[src/rtl/posit_normalize_prod_es3.sv]
// posit_normalize_prod_es3
//   Turns a raw ES=3 product (sign, signed scale, fraction with the hidden bit
//   already stripped, inf/zero flags) into a rounded 32-bit posit. It is a
//   3-stage pipeline: decode, regime build/shift, then round/encode. A global
//   stall freezes every register.
//
// Ports
//   clk        rising-edge clock
//   reset      asynchronous active-high reset; drops every in-flight item
//   in_prod    {sgn, scale[SBITS], frac[MBITS], inf, zero}
//   in_valid   in_prod is presented this cycle
//   stall      hold every pipeline register
//   in_ready   ~stall
//   out_posit  encoded posit; holds its last value on bubbles
//   out_valid  out_posit carries a new item
//   out_inf    result is NaR
//   out_zero   result is zero; never set together with out_inf
module posit_normalize_prod_es3 #(
  parameter int NBITS    = 32,
  parameter int ES       = 3,
  parameter int SBITS    = 10,
  parameter int MBITS    = 54,
  parameter int MAXSCALE = 240
) (
  input  logic                     clk,
  input  logic                     reset,
  input  logic [SBITS+MBITS+2:0]   in_prod,
  input  logic                     in_valid,
  input  logic                     stall,
  output logic                     in_ready,
  output logic [NBITS-1:0]         out_posit,
  output logic                     out_valid,
  output logic                     out_inf,
  output logic                     out_zero
);
  localparam int STAGES = 3;
  localparam int PW     = SBITS + MBITS + 3;
  localparam int WW     = 2 * NBITS;            // working word for the regime shift
  localparam int BW     = NBITS - 1;            // posit body (everything below the sign)
  localparam int PAD    = WW - 1 - ES - MBITS;  // zero padding below the fraction
  localparam int RW     = $clog2(WW);

  localparam logic signed [SBITS-1:0] SAT_HI  = SBITS'(MAXSCALE);
  localparam logic signed [SBITS-1:0] SAT_LO  = SBITS'(-MAXSCALE);
  localparam logic [SBITS-1:0]        RUN_LIM = SBITS'(NBITS - 1);
  localparam logic [RW-1:0]           RUN_MAX = RW'(NBITS - 1);

  typedef struct packed {
    logic                    sgn;
    logic                    inf;
    logic                    zero;
    logic                    sat_hi;
    logic                    sat_lo;
    logic signed [SBITS-1:0] k;
    logic [ES-1:0]           e;
    logic [MBITS-1:0]        frac;
  } s1_t;

  typedef struct packed {
    logic                    sgn;
    logic                    inf;
    logic                    zero;
    logic                    sat_hi;
    logic                    sat_lo;
    logic [BW-1:0]           body;
    logic                    guard;
    logic                    sticky;
  } s2_t;

  // Right shift that fills vacated MSBs with 'fill'. Ones-fill builds the
  // positive regime run, zero-fill the negative one.
  function automatic logic [WW-1:0] shift_right(input logic [WW-1:0] x,
                                                input logic [RW-1:0] n,
                                                input logic          fill);
    return fill ? ~((~x) >> n) : (x >> n);
  endfunction

  logic [STAGES:1] vld_pipe;
  s1_t             s1_d, s1_q;
  s2_t             s2_d, s2_q;

  assign in_ready  = ~stall;
  assign out_valid = vld_pipe[STAGES];

  // ---------------- stage 1: field split and scale decode ----------------
  logic signed [SBITS-1:0] scale;

  always_comb begin
    scale       = in_prod[PW-2 -: SBITS];
    s1_d.sgn    = in_prod[PW-1];
    s1_d.frac   = in_prod[MBITS+1:2];
    s1_d.inf    = in_prod[1];
    s1_d.zero   = in_prod[0];
    s1_d.k      = scale >>> ES;
    s1_d.e      = scale[ES-1:0];
    s1_d.sat_hi = (scale >= SAT_HI);
    s1_d.sat_lo = (scale < SAT_LO);
  end

  // ---------------- stage 2: regime build and body extraction ----------------
  logic                    neg_k;
  logic signed [SBITS-1:0] run_raw;
  logic [RW-1:0]           run;
  logic [WW-1:0]           base;
  logic [WW-1:0]           shifted;
  logic [WW-1:0]           lost_mask;

  always_comb begin
    neg_k   = s1_q.k[SBITS-1];
    // k>=0 needs k+1 leading ones, k<0 needs -k leading zeros; the
    // terminating bit is already sitting at the top of 'base'.
    run_raw = neg_k ? -s1_q.k : s1_q.k + SBITS'(1);
    run     = (run_raw > RUN_LIM) ? RUN_MAX : run_raw[RW-1:0];
    base    = {neg_k, s1_q.e, s1_q.frac, {PAD{1'b0}}};
    shifted = shift_right(base, run, ~neg_k);
    // bits pushed off the bottom of the working word still count as sticky
    lost_mask = (WW'(1) << run) - WW'(1);

    s2_d.sgn    = s1_q.sgn;
    s2_d.inf    = s1_q.inf;
    s2_d.zero   = s1_q.zero;
    s2_d.sat_hi = s1_q.sat_hi;
    s2_d.sat_lo = s1_q.sat_lo;
    s2_d.body   = shifted[WW-1 -: BW];
    s2_d.guard  = shifted[WW-1-BW];
    s2_d.sticky = (|shifted[WW-2-BW:0]) | (|(base & lost_mask));
  end

  // ---------------- stage 3: round, saturate, sign, specials ----------------
  logic             inc;
  logic [BW:0]      sum;
  logic [BW-1:0]    body_r;
  logic [BW-1:0]    mag;
  logic [NBITS-1:0] posit_d;
  logic             inf_d;
  logic             zero_d;

  always_comb begin
    inc = s2_q.guard & (s2_q.sticky | s2_q.body[0]);
    sum = {1'b0, s2_q.body} + {{BW{1'b0}}, inc};

    // A finite product never rounds to zero or to NaR.
    if (sum[BW])                body_r = '1;
    else if (sum[BW-1:0] == '0) body_r = BW'(1);
    else                        body_r = sum[BW-1:0];

    if (s2_q.sat_hi)      body_r = '1;
    else if (s2_q.sat_lo) body_r = BW'(1);

    mag     = s2_q.sgn ? (~body_r + BW'(1)) : body_r;
    posit_d = {s2_q.sgn, mag};
    inf_d   = s2_q.inf;
    zero_d  = s2_q.zero & ~s2_q.inf;

    if (s2_q.inf)       posit_d = {1'b1, {BW{1'b0}}};
    else if (s2_q.zero) posit_d = '0;
  end

  // ---------------- pipeline registers ----------------
  always_ff @(posedge clk or posedge reset) begin
    if (reset) begin
      vld_pipe  <= '0;
      s1_q      <= '0;
      s2_q      <= '0;
      out_posit <= '0;
      out_inf   <= 1'b0;
      out_zero  <= 1'b0;
    end else if (!stall) begin
      vld_pipe <= {vld_pipe[STAGES-1:1], in_valid};
      if (in_valid)    s1_q <= s1_d;
      if (vld_pipe[1]) s2_q <= s2_d;
      // outputs hold their last item across bubbles
      if (vld_pipe[2]) begin
        out_posit <= posit_d;
        out_inf   <= inf_d;
        out_zero  <= zero_d;
      end
    end
  end

endmodule
[config.mk]
export PLATFORM = sky130hd
export DESIGN_NAME = posit_normalize_prod_es3
export DESIGN_NICKNAME = d
export VERILOG_FILES = /design/src/rtl/posit_normalize_prod_es3.sv
export SDC_FILE = /design/constraint.sdc
export NUM_CORES = 1
export LEC_CHECK = 0
export CAP_MARGIN = 20
export CELL_PAD_IN_SITES_DETAIL_PLACEMENT = 0
export CELL_PAD_IN_SITES_GLOBAL_PLACEMENT = 1
export CORE_ASPECT_RATIO = 1.2
export CORE_MARGIN = 8
export CORE_UTILIZATION = 48
export DETAILED_ROUTE_END_ITERATION = 8
export PLACE_DENSITY_LB_ADDON = 0.1
export SKIP_LAST_GASP = 1
export SYNTH_ARGS = -nofsm -noshare
export SYNTH_HDL_FRONTEND = slang
export SYNTH_SLANG_ARGS = --single-unit
export TNS_END_PERCENT = 10
[constraint.sdc]
create_clock -name clk -period 16.33 [get_ports clk]
set_clock_uncertainty 0.15 [all_clocks]
set_input_delay 4.0825 -clock clk [delete_from_list [all_inputs] [get_ports clk]]
set_output_delay 4.0825 -clock clk [all_outputs]
set_load 0.1 [all_outputs]
==> impl_metrics.tcl <==
set metrics [dict create \
    post-synth-top-count-cell "sky130_fd_sc_hd__nand2_1" \
    globalRoute.totalOverflow 0 \
    yosys-top-cells-area "sky130_fd_sc_hd__dfrtp_1 28%, sky130_fd_sc_hd__nand2_1 6.8%, sky130_fd_sc_hd__mux2_2 6.6%" \
    die-area_sq_um 32200 \
    detailedRoute.firstIterationViolations 1404 \
    antenna_left 0 \
    initial_core_utilization_pct 48.7 \
    vias_per_cell 6.71 \
    fmaxAchievable_ghz 0.0985 \
    count_of_input_and_output_buffers 106 \
    nets 1728 \
    worstHoldPathType "reg2reg" \
    gpl.final_weighted_congestion 0.986 \
    wire_per_inst_um 24.2 \
    grt_util_all_layers_pct 29.8 \
    reg2reg_from "s1_q[57]" \
    finish.utilization_pct 55.4 \
    yosysWarningCount 0 \
    pwr-share-comb_pct 59.9 \
    asyncSetResetFlopFracSynth_pct 100 \
    switching_share_pct 54.1 \
    cp.required_ns 12.10 \
    synthDominantCellAreaShare_pct 28.2 \
    synth_enable_flop_cells 0 \
    dpl.hpwl_um 34200 \
    post-route-period-util_pct 62.2 \
    rr_worst_depth 14 \
    cts_buffer_depth 2 \
    worst-r2r-setup-slack_ns 9.84 \
    routed_wirelength_um 48400 \
    synthDominantAreaCellType "sky130_fd_sc_hd__dfrtp_1" \
    max-cap-violations 0 \
    arrival_ns 5.92 \
    start_kind "input port" \
    sequentialPowerShare_pct 23.3 \
    final-setup-viol-count 0 \
    leakage_nw 5.63 \
    placed_cells_incl_taps 1967 \
    rr_endpoint "s2_q[0]" \
    rows 65 \
    timing.final.max_slew_violations 0 \
    dr_total_vias 13425 \
    total_switching_power_w 0.00137 \
    synth.cell_area_sq_um 12800 \
    ys_types 90 \
    vdd.ir_drop.worst_v 0.000108 \
    ioPinCount 107 \
    cts_hold_buffers 0 \
    cts_sinks 144 \
    antenna_found_initial 0 \
    critical-path-max-stage-delay_ns 1.14 \
    finalHoldWorstSlack_ns 0.322 \
    p_clk_share_pct 16.8 \
    remaining_drc_errors 0 \
    result_of_the_run "completed" \
    insertion_delay_ns 0.45 \
    setup.worst_path.start "stall" \
    synth_flop_cell "sky130_fd_sc_hd__dfrtp_1" \
    number_of_hold_violations_in_the_final_report 0 \
    cts.repair_timing.setup_buffer_count 0 \
    core_region_area_sq_um 26300 \
    dieWidth_um 165 \
    worst_slew_pin_slew_ns 1.00 \
    cts.reportedPaths.clkPinSlew_ns 0.06 \
    cts_inserted_buffers 17 \
    power_density_nw_per_um2 174 \
    endpoint "in_ready" \
    post_synth_inst_count 1657 \
    endpoint_kind "output pin" \
    critical-path-top-cell-by-count "sky130_fd_sc_hd__clkdlybuf4s50_1" \
    drtPass1Iterations 7 \
    grt_pass1_wl_um 75300 \
    htree_levels 4 \
    minimum_clock_period_ns 10.16 \
    drive_gt1_share_pct 10.9 \
    synth.ff_latch_count 144 \
    timing_worst_setup_path_type "in2out" \
    cts_resized 0 \
    antenna-diode-count 0 \
    area_delta_synth_final_pct 13.7 \
    p_int_w 0.00116 \
    worst-path-max-fanout 6 \
    synth_seq_area_share_pct 28.2 \
    first_global_vias 13072 \
    finalNonFillerCells 2000 \
    synthTopCellsByCount "233 x sky130_fd_sc_hd__nand2_1, 144 x sky130_fd_sc_hd__dfrtp_1, 135 x sky130_fd_sc_hd__o21ai_0" \
    fin_setup_tns_ns 0 \
    crit_chain "clkdlybuf4s50_1 -> inv_1 -> clkdlybuf4s50_1" \
    dieHeight_um 195 \
    rsz0062_at_grt "false" \
    synth_nets 1733 \
    clock-root-buffer "sky130_fd_sc_hd__clkbuf_16" \
    grt_max_degree 79 \
    slew_headroom_pct 33.0 \
    tritoncts "yes" \
    synthesis.area_per_instance_sq_um 7.72 \
    crit_path_slowest_cell "sky130_fd_sc_hd__clkdlybuf4s50_1" \
]
==> power by group through the flow <==
stage | clock network (W) | registers (W) | logic [W]
2_1_floorplan | 0 | 0.000769 | 0.000870
3_3_place_gp | 0 | 0.000590 | 0.00148
3_5_place_dp | 0 | 0.000593 | 0.00148
4_1_cts | 0.000431 | 0.000587 | 0.00149
5_1_grt | 0.000445 | 0.000604 | 0.00161
6_report | 0.000424 | 0.000590 | 0.00151
==> area by class of cell <==
type	count	area, sq um
fill	2517	11700
multi-input combinational	1326	8470
sequential	144	3600
timing repair buffer	143	1340
clock buffer	17	425
tap	335	419
clock inverter	15	210
inverter	20	80.1
==> logic make-up (layout without fill, tap and decap cells) <==
kind of cell / Yosys count / after routing / share of synthesized area, %
AO/OA/AOI/OAI: 543 / 543 / 29.0
XOR/XNOR: 59 / 59 / 4.04
adder cells (fa/ha/maj): 5 / 5 / 0.489
buffers and inverters: 187 / 195 / 6.07
AND/OR/NAND/NOR: 601 / 601 / 22.0
multiplexers: 118 / 118 / 10.3
flip-flops: 144 / 144 / 28.2
==> cell usage in the layout (no fill, tap or decap), drive strengths merged, types with 12 or more instances in the layout <==
cell type | Yosys | layout
nand2 | 234 | 234
dfrtp | 144 | 144
o21ai | 136 | 136
nor2 | 128 | 128
a21oi | 114 | 114
clkdlybuf4s50 | 0 | 106
mux2 | 75 | 75
nor3 | 59 | 59
mux2i | 40 | 40
xnor2 | 39 | 39
nand3 | 37 | 37
buf | 55 | 36
a31oi | 35 | 35
o22ai | 30 | 30
inv | 19 | 28
nor4 | 25 | 25
o211ai | 22 | 22
xor2 | 20 | 20
clkbuf | 112 | 17
a211oi | 17 | 17
nand4 | 16 | 16
and3 | 15 | 15
o31ai | 15 | 15
or3 | 13 | 13
and2 | 13 | 13
a21o | 12 | 12
a211o | 12 | 12
==> how the worst min path moves through the flow <==
| stage | endpoint | cells past startpoint | startpoint | slack [ns] |
|---|---|---|---|---|
| after floorplan | inf_d | 2 | s1_q[70] | 0.28 |
| after global placement | inf_d | 2 | s1_q[70] | 0.30 |
| after detailed placement | inf_d | 2 | s1_q[70] | 0.31 |
| after CTS | inf_d | 2 | s1_q[70] | 0.32 |
| after global routing | s2_q[34] | 2 | s1_q[68] | 0.34 |
| final | s2_q[34] | 2 | s1_q[68] | 0.32 |
==> layer usage <==
metal  vias up  routed length [um]  global-route usage, %
met3       169                3000                   4.78
met5         -                   0                      0
met2       639               24200                   50.9
li1       6167                   -                      -
met4         0                3330                   19.8
met1      6450               17900                   33.5
==> worst max-delay path, delay by kind of cell <==
kind | cells | cell delay (ns)
buffers and inverters | 3 | 1.84
==> registers in the layout, summed over array words and instances (netlist names) <==
name and cells:
s2_q 37, out_inf 1, out_posit 32, out_zero 1, inf_d 1, base 57, vld_pipe 3, s1_q 12
==> through the flow <==
stage / cell area (sq um) / total power, W / worst slack, ns
CTS: 14500 / 0.00250 / 6.17
finish: 14600 / 0.00253 / 6.17
floorplan: 12800 / 0.00164 / 7.41
detailed placement: 13900 / 0.00208 / 6.17
global route: 14600 / 0.00266 / 6.12
global placement: 13900 / 0.00207 / 6.19
(Power assumes the default switching activity.)
